## src/rtl/avmm_copy_pkg.sv

```systemverilog
// Shared types and default widths for the Avalon-MM copy initiator.
// Optional checksum output is enabled by the COPY_CHECKSUM_EN macro.
package avmm_copy_pkg;

    localparam int DEF_ADDR_W       = 10;
    localparam int DEF_DATA_W       = 32;
    localparam int DEF_LEN_W        = 11;
    localparam int MAX_READ_LATENCY = 4;
    localparam int LAT_CNT_W        = $clog2(MAX_READ_LATENCY + 1);

    typedef enum logic [2:0] {
        IDLE,
        RD_REQ,
        RD_WAIT,
        WR_REQ,
        FINISH
    } copy_state_e;

endpackage

```

## src/rtl/avmm_lat_counter.sv

```systemverilog
// Loadable down-counter; tick is high in the last cycle of a loaded count,
// so a load of N makes the owner act on the Nth edge after the load edge.
module avmm_lat_counter
    import avmm_copy_pkg::*;
#(
    parameter int CNT_W = LAT_CNT_W
) (
    input  logic             clk,
    input  logic             reset,
    input  logic             load,
    input  logic [CNT_W-1:0] load_val,
    output logic             tick
);

    logic [CNT_W-1:0] cnt_q;
    logic [CNT_W-1:0] cnt_d;
    logic             active_q;
    logic             active_d;

    always_comb begin
        cnt_d    = cnt_q;
        active_d = active_q;
        if (load) begin
            cnt_d    = load_val - CNT_W'(1);
            active_d = 1'b1;
        end else if (active_q) begin
            if (cnt_q == '0) begin
                active_d = 1'b0;
            end else begin
                cnt_d = cnt_q - CNT_W'(1);
            end
        end
    end

    always_ff @(posedge clk) begin
        if (reset) begin
            cnt_q    <= '0;
            active_q <= 1'b0;
        end else begin
            cnt_q    <= cnt_d;
            active_q <= active_d;
        end
    end

    assign tick = active_q && (cnt_q == '0);

endmodule

```

## src/rtl/avmm_copy_master.sv

```systemverilog
// Avalon-MM initiator copying a block of words, one read then one write each.
// Define COPY_CHECKSUM_EN to add a running sum of copied words on checksum.
module avmm_copy_master
    import avmm_copy_pkg::*;
#(
    parameter int ADDR_W       = DEF_ADDR_W,
    parameter int DATA_W       = DEF_DATA_W,
    parameter int LEN_W        = DEF_LEN_W,
    parameter int READ_LATENCY = 1
) (
    input  logic              clk,
    input  logic              reset,
    input  logic              start,
    input  logic [ADDR_W-1:0] src_addr,
    input  logic [ADDR_W-1:0] dst_addr,
    input  logic [LEN_W-1:0]  length,
    output logic              busy,
    output logic              done,
    output logic [ADDR_W-1:0] address,
    output logic              chipselect,
    output logic              read,
    output logic              write,
    output logic [DATA_W-1:0] writedata,
    input  logic [DATA_W-1:0] readdata,
    input  logic              waitrequest
`ifdef COPY_CHECKSUM_EN
    ,
    output logic [DATA_W-1:0] checksum
`endif
);

    copy_state_e       state_q;
    copy_state_e       state_d;
    logic [ADDR_W-1:0] src_ptr_q;
    logic [ADDR_W-1:0] src_ptr_d;
    logic [ADDR_W-1:0] dst_ptr_q;
    logic [ADDR_W-1:0] dst_ptr_d;
    logic [ADDR_W-1:0] address_q;
    logic [ADDR_W-1:0] address_d;
    logic [LEN_W-1:0]  remain_q;
    logic [LEN_W-1:0]  remain_d;
    logic [DATA_W-1:0] writedata_q;
    logic [DATA_W-1:0] writedata_d;
    logic              busy_q;
    logic              busy_d;
    logic              done_q;
    logic              done_d;
    logic              read_q;
    logic              read_d;
    logic              write_q;
    logic              write_d;
    logic              cs_q;
    logic              cs_d;
    logic              lat_load;
    logic              lat_tick;
`ifdef COPY_CHECKSUM_EN
    logic [DATA_W-1:0] checksum_q;
    logic [DATA_W-1:0] checksum_d;
`endif

    avmm_lat_counter #(
        .CNT_W(LAT_CNT_W)
    ) u_lat (
        .clk     (clk),
        .reset   (reset),
        .load    (lat_load),
        .load_val(LAT_CNT_W'(READ_LATENCY)),
        .tick    (lat_tick)
    );

    always_comb begin
        state_d     = state_q;
        src_ptr_d   = src_ptr_q;
        dst_ptr_d   = dst_ptr_q;
        address_d   = address_q;
        remain_d    = remain_q;
        writedata_d = writedata_q;
        busy_d      = busy_q;
        done_d      = 1'b0;
        read_d      = read_q;
        write_d     = write_q;
        cs_d        = cs_q;
        lat_load    = 1'b0;
`ifdef COPY_CHECKSUM_EN
        checksum_d  = checksum_q;
`endif
        unique case (state_q)
            IDLE: begin
                if (start) begin
                    src_ptr_d = src_addr;
                    dst_ptr_d = dst_addr;
                    remain_d  = length;
`ifdef COPY_CHECKSUM_EN
                    checksum_d = '0;
`endif
                    if (length != '0) begin
                        busy_d    = 1'b1;
                        read_d    = 1'b1;
                        cs_d      = 1'b1;
                        address_d = src_addr;
                        state_d   = RD_REQ;
                    end else begin
                        done_d  = 1'b1;
                        state_d = FINISH;
                    end
                end
            end
            RD_REQ: begin
                if (!waitrequest) begin
                    read_d   = 1'b0;
                    cs_d     = 1'b0;
                    lat_load = 1'b1;
                    state_d  = RD_WAIT;
                end
            end
            RD_WAIT: begin
                if (lat_tick) begin
                    writedata_d = readdata;
`ifdef COPY_CHECKSUM_EN
                    checksum_d  = checksum_q + readdata;
`endif
                    write_d     = 1'b1;
                    cs_d        = 1'b1;
                    address_d   = dst_ptr_q;
                    state_d     = WR_REQ;
                end
            end
            WR_REQ: begin
                if (!waitrequest) begin
                    write_d   = 1'b0;
                    src_ptr_d = src_ptr_q + ADDR_W'(1);
                    dst_ptr_d = dst_ptr_q + ADDR_W'(1);
                    remain_d  = remain_q - LEN_W'(1);
                    if (remain_q == LEN_W'(1)) begin
                        cs_d    = 1'b0;
                        busy_d  = 1'b0;
                        done_d  = 1'b1;
                        state_d = FINISH;
                    end else begin
                        read_d    = 1'b1;
                        address_d = src_ptr_q + ADDR_W'(1);
                        state_d   = RD_REQ;
                    end
                end
            end
            FINISH: begin
                state_d = IDLE;
            end
            default: begin
                state_d = IDLE;
            end
        endcase
    end

    always_ff @(posedge clk) begin
        if (reset) begin
            state_q     <= IDLE;
            src_ptr_q   <= '0;
            dst_ptr_q   <= '0;
            address_q   <= '0;
            remain_q    <= '0;
            writedata_q <= '0;
            busy_q      <= 1'b0;
            done_q      <= 1'b0;
            read_q      <= 1'b0;
            write_q     <= 1'b0;
            cs_q        <= 1'b0;
`ifdef COPY_CHECKSUM_EN
            checksum_q  <= '0;
`endif
        end else begin
            state_q     <= state_d;
            src_ptr_q   <= src_ptr_d;
            dst_ptr_q   <= dst_ptr_d;
            address_q   <= address_d;
            remain_q    <= remain_d;
            writedata_q <= writedata_d;
            busy_q      <= busy_d;
            done_q      <= done_d;
            read_q      <= read_d;
            write_q     <= write_d;
            cs_q        <= cs_d;
`ifdef COPY_CHECKSUM_EN
            checksum_q  <= checksum_d;
`endif
        end
    end

    assign busy       = busy_q;
    assign done       = done_q;
    assign address    = address_q;
    assign chipselect = cs_q;
    assign read       = read_q;
    assign write      = write_q;
    assign writedata  = writedata_q;
`ifdef COPY_CHECKSUM_EN
    assign checksum   = checksum_q;
`endif

endmodule

```

## config.mk

```make
export PLATFORM = sky130hd
export DESIGN_NAME = avmm_copy_master
export DESIGN_NICKNAME = d
export VERILOG_FILES = /design/src/rtl/avmm_copy_pkg.sv /design/src/rtl/avmm_lat_counter.sv /design/src/rtl/avmm_copy_master.sv
export SDC_FILE = /design/constraint.sdc
export NUM_CORES = 1
export LEC_CHECK = 0
export ABC_CLOCK_PERIOD_IN_PS = 3600
export CORE_ASPECT_RATIO = 0.5
export CORE_UTILIZATION = 48
export DETAILED_ROUTE_END_ITERATION = 10
export GPL_TIMING_DRIVEN = 0
export PLACE_DENSITY = 0.86
export SLEW_MARGIN = 20
export SYNTH_ARGS = -nofsm -noshare
export SYNTH_HDL_FRONTEND = slang
export SYNTH_HIERARCHICAL = 1
export SYNTH_SLANG_ARGS = --single-unit
```

## constraint.sdc

```tcl
create_clock -name clk -period 3.6 [get_ports clk]
set_clock_uncertainty 0.05 [all_clocks]
set_input_delay 0.9 -clock clk [delete_from_list [all_inputs] [get_ports clk]]
set_output_delay 0.9 -clock clk [all_outputs]
set_load 0.01 [all_outputs]
```

======== Word-level counts from Yosys, hierarchy flattened ========
Cells that the tools add are included.
operators by class
  eq/ne operators ......................... 11
  add/sub/neg operators ................... 4
  mux-type cells .......................... 44
  bitwise logic cells ..................... 1
  reductions and logical operators ........ 19
operators by type and width
  cell                                                                  number
  10-bit 2-to-1 mux                                                     9
  10-bit case mux with 2 select lines                                   2
  10-bit case mux with 3 select lines                                   1
  11-bit 2-to-1 mux                                                     2
  11-bit case mux with 2 select lines                                   1
  10-bit by 1-bit adder with 10-bit output, second input constant       2
  3-bit 2-to-1 mux                                                      6
  1-bit 2-to-1 mux                                                      17
  2-bit inequality test, second input constant                          7
  3-bit case mux with 4 select lines                                    1
  6-bit AND reduction                                                   2
  11-bit by 1-bit == test with 1-bit output, second input constant      1
  11-bit nonzero test                                                   1
  11-bit by 1-bit subtractor with 11-bit output, second input constant  1
  7-bit AND reduction                                                   1
  3-bit by 2-bit == test with 1-bit output, second input constant       2
  3-bit zero test                                                       2
  1-bit case mux with 2 select lines                                    3
  3-bit AND reduction                                                   2
  3-bit nonzero test                                                    2
  5-bit AND reduction                                                   1
  1-bit case mux with 4 select lines                                    1
  2-bit AND reduction                                                   2
  4-bit AND reduction                                                   1
  other kinds (8)                                                       9
word-level totals
  bits of input ports ..................... 67
  flip-flop bits (word level) ............. 85
  word-level logic and storage cells ...... 92

======== Logic depth before layout (Yosys ltp) ========
  word-level depth ........................ 4
  depth in mapped cells ................... 9
  gate-level depth less buffers ........... 7

======== By module ========
Netlist, hierarchy kept.
by module, submodules not included
  module            cells an instance  times used  seq. area each (sq um)  area an instance (sq um)
  avmm_copy_master  519                1           1621.6                  4041.4
  avmm_lat_counter  27                 1           80.1                    235.2

======== Worst setup path after synthesis ========
OpenSTA, ideal clock, no wires.
  path type ............................... input port to flip-flop
  from .................................... in waitrequest
  to ...................................... reg u_lat.cnt_q[1]
  required time ........................... 3.480 ns
  data arrival time ....................... 2.172 ns
  stages on the path ...................... 7
  library setup time ...................... 0.070 ns
  slack ................................... 1.309 ns
  cells stage by stage .................... nand2b_1 nor3_1 buf_2 mux2i_1 ha_1 o21bai_1 a21oi_1
between the ends
  word-level cells in the longest chain between the ends .. 3
ends and longest elaborated chain
  element                       RTL line                 source
  start: declaration            avmm_copy_master.sv:25   input logic waitrequest
  1-bit 2-to-1 mux              avmm_copy_master.sv:109  if (!waitrequest) begin
  1-bit 2-to-1 mux              avmm_copy_master.sv:87   unique case (state_q)
  net lat_load                  avmm_copy_master.sv:54   logic lat_load;
  2-bit OR reduction (no line)  n/a
  end signal: assignment        avmm_lat_counter.sv:40   cnt_q <= cnt_d;
  end: declaration              avmm_lat_counter.sv:15   logic [CNT_W-1:0] cnt_q;
The timed path passes the listed nets, and every way through them passes these cells.
A chain may end at the register's enable or synchronous reset.

======== Worst setup path after layout ========
  from .................................... in waitrequest
  to ...................................... reg u_lat.cnt_q[2]
The elaborated chain is that of the path after synthesis.

==> impl_summary.md <==
Status
The run finished with clean final reports.

Critical path
The critical path class is input port to flip-flop. Data arrives at the worst endpoint at 2.90 ns. The worst setup path is launched from an input port. The worst reg2reg path endpoint is address[9]. The number of cells traversed by the worst register-to-register path is 8. STA classifies the critical path endpoint as a flip-flop.

Of all nets on the critical path, the largest fanout is 9. The required time of the critical path is about 3.8 ns. The startpoint identified for the worst register-to-register timing path is u_lat/active_q. Setup slack on the worst reg-to-reg path comes out at 1.29 ns.

Floorplan
From left edge to right edge, the die measures 135 µm. The initial utilization of the core area, before any placement, comes to 51.4%. In this run the standard cell core region covers 8320 µm². Measured along the y axis, the die boundary spans 68.7 µm. The I/O pin count is 114. The total die area is 9310 µm². In this run the core area contains 23 standard-cell rows.

Global route
The number of global-route vias before repair came to around 4000. The initial antenna violation count is 0. The total congestion overflow is 0. The largest net degree at the start of global routing is 15.

The wire length of the first global-routing pass is between 15000 and 20000 µm. In the global route stage, overall resource usage came out at 28.0%.

STA
The sum of negative setup slack is 0 ns. At the pin with the least slew margin, the transition time is 0.806 ns. In the finished design, the share of the clock period the worst path needs comes to 74.1%.

The worst-case hold slack is between 0.4 and 0.5 ns. Setup repair after global routing left no endpoint under its margin. The final max-slew violation count is 0.

After layout, the minimum clock period comes to roughly 2.7 ns. The number of endpoints with negative hold slack in the final report is 0. Timing would allow up to approximately 380 MHz. Measured against its own limit, the worst slew margin works out to 46.1%. The post-route worst setup slack is 0.933 ns. Setup violations remaining at the end of the flow were counted as 0.

Synth
Counting flops with an async set or reset pin after synthesis yields a share of 0%. Synthesis inferred 85 register bits. The average footprint of a synthesized cell is 7.83 µm².

The synthesized design contains 0 enable-type register cells. After technology mapping, the gate count stands at 546. The most frequently used flop master after synthesis is dfxtp_1. Sequential cells were found to cover 39.8% of the synthesized design area. The post-synthesis cell area is 4280 µm².

The number of distinct library cell variants in the gate-level netlist after synthesis is 57. The total of warnings raised by yosys is 6.

Drt
For this block, the initial DRC count from the detailed router was 555. The overall via count from detail_route is 4589. In the final routed layout, each cell accounts on average for around 16 µm. The final layout contains routed wiring with a total length of between 10000 and 15000 µm.

The first detailed-routing pass ran for 5 iterations. After detailed routing, the number of vias per cell comes to approximately 5.8. The antenna violation net count after detailed routing is 0. The DRC violation count after routing is 0.

Power and ir drop
In this run the static leakage power is 2.04 nW. Power spread over the standard cell area amounts to 409 nW/µm². The maximum resistive drop on vdd is 0.251 mV.

The design draws 2.39 mW.

Clocking
The tree is rooted in a clkbuf_16. TritonCTS built the clock tree. The clock input transition at the sequential cells of the worst setup and hold paths is 0.06 ns. The clock reaches the later pin of the worst-skew pair after about 0.34 ns. The number of clock buffers added by TritonCTS is 9. The total clock sinks is 85. The number of hold buffers added after CTS is 0. Once the clock tree was built, the setup fixing pass inserted 0 buffers. After clock tree synthesis, the repair step resized 0 gates. The clock passes through at most 2 buffers. The H-tree was split into 3 levels.

Finish
Summing all flip-flop and latch instances after layout gives 1700 µm². The repair_antennas step left the layout with diodes totalling 0. The final-layout fill cell count is 669. The net count of the finished layout is approximately 740. The final standard cell utilization of the core is between 70% and 80%. The fraction of layout cells with a size suffix above 1 is 6.94%. Summing all multi-input logic gate instances after layout gives between 2000 and 2500 µm². Relative to the synthesized area, the layout overhead comes to 36.4%.

Placement
Timing analysis after detailed placement gives a worst setup slack of 0.600 ns. Routability-driven placement finished with a final weighted congestion of 0.917. The number of buffer cells added on primary ports is 113.

The estimated wirelength of the detail-placed design is 9180 µm.

Worst hold path
The endpoint of the worst hold path is writedata[8]. In this run the most critical hold path is launched from writedata[8]. The worst hold path class is flip-flop to flip-flop. Along the worst hold path, the cell count comes to 2.

Run
Max-cap violations in this run came to 0.
==> cells in the mapped netlist, types with 4 or more instances <==
cell	number	area [µm²]
xnor2_1	4	35.0
a211oi_1	11	82.6
buf_2	10	50.1
mux2i_1	5	50.1
o22ai_1	4	25.0
a211oi_2	8	100
clkbuf_1	25	93.8
a21oi_1	69	345
dfxtp_1	85	1700
buf_6	4	45.0
nand3_1	13	65.1
a221oi_1	4	35.0
and3_1	4	25.0
a31oi_1	9	56.3
or3_1	6	37.5
nand3b_1	8	60.1
nor2_1	55	206
a22oi_1	6	45.0
inv_1	7	26.3
ha_1	5	62.6
nand4_1	5	31.3
nand2b_1	4	25.0
nor3_1	11	55.1
nor4_1	4	25.0
xor2_1	6	52.6
nand2_1	96	360
o21ai_0	28	140
==> per-stage QoR <==
step | cell area (µm²) | cells
final | 5830 | 789
after global routing | 5830 | 789
after CTS | 5830 | 789
after detailed placement | 5560 | 773
after global placement | 5560 | 773
after floorplan | 4280 | 548
==> per-layer routing <==
layer	track usage [%]	wire length [µm]	vias to the layer above
met2	45.5	5720	280
met3	8.92	1470	16
met1	36.3	5670	2103
li1	-	-	2190
met5	0	0	-
met4	7.44	121	0
==> state kept, by name, indices dropped and copies added, names as in the netlist, 3 cells and up <==
signal / count
writedata: 32
u_lat/cnt_q: 3
dst_ptr_q: 10
remain_q: 11
src_ptr_q: 10
address: 10
state_q: 3
==> cell families after synthesis <==
group	after synthesis	synth area share, %
xor gates and xnor gates	10	2.05
adders and majority gates	5	1.46
and+or+nand+nor	226	25.4
muxes	6	1.43
other	2	0.176
AOI/OAI and AO/OA	163	24.3
DFF	85	39.8
buffers and inverters	49	5.47
==> cells in the final DEF, fill, tap and decap left out, types with 4 or more instances in the layout <==
cell / n
clkdlybuf4s50_1: 113
nand2_1: 96
dfxtp_1: 85
a21oi_1: 69
nor2_1: 55
o21ai_0: 28
clkbuf_1: 26
nand3_1: 13
nor3_1: 11
a211oi_1: 11
buf_2: 10
a31oi_1: 9
clkbuf_16: 9
nand3b_1: 8
a211oi_2: 8
inv_1: 7
a22oi_1: 6
or3_1: 6
xor2_1: 6
nand4_1: 5
mux2i_1: 5
ha_1: 5
buf_6: 4
nand2b_1: 4
o22ai_1: 4
nor4_1: 4
a221oi_1: 4
and3_1: 4
xnor2_1: 4
conb_1: 4
==> worst max path at each step <==
| stage | from | endpoint | slack [ns] | cells past startpoint |
|---|---|---|---|---|
| finish | waitrequest | u_lat/cnt_q[2] | 0.93 | 9 |
| global route | waitrequest | u_lat/cnt_q[2] | 0.79 | 9 |
| CTS | waitrequest | u_lat/cnt_q[2] | 0.95 | 9 |
| detailed placement | waitrequest | u_lat/cnt_q[2] | 0.60 | 9 |
| global placement | length[1] | address[9] | 0.61 | 8 |
| floorplan | waitrequest | u_lat/cnt_q[1] | 1.31 | 7 |
==> layout make-up <==
class	count	area share, %
Tap cell	112	2.40
Buffer	42	3.56
Sequential cell	85	29.2
Timing Repair Buffer	113	19.4
Multi-Input combinational cell	414	40.3
Inverter	7	0.450
Clock inverter	5	0.622
Clock buffer	11	4.16
==> report_power, final <==
group          internal, mW  switching [mW]
Combinational         0.223           0.238
Sequential            0.995          0.0553
Clock                 0.486           0.389
Total                  1.70           0.682
==> worst max-delay path: stages <==
cell	delay (ns)
clkdlybuf4s50_1	0.45
nand2b_1	0.26
nor3_1	0.26
buf_2	0.26
mux2i_1	0.21
ha_1	0.23
xor2_1	0.16
nand3b_1	0.09
nand3_1	0.08
Note: power is estimated with default switching activity, not from simulation.
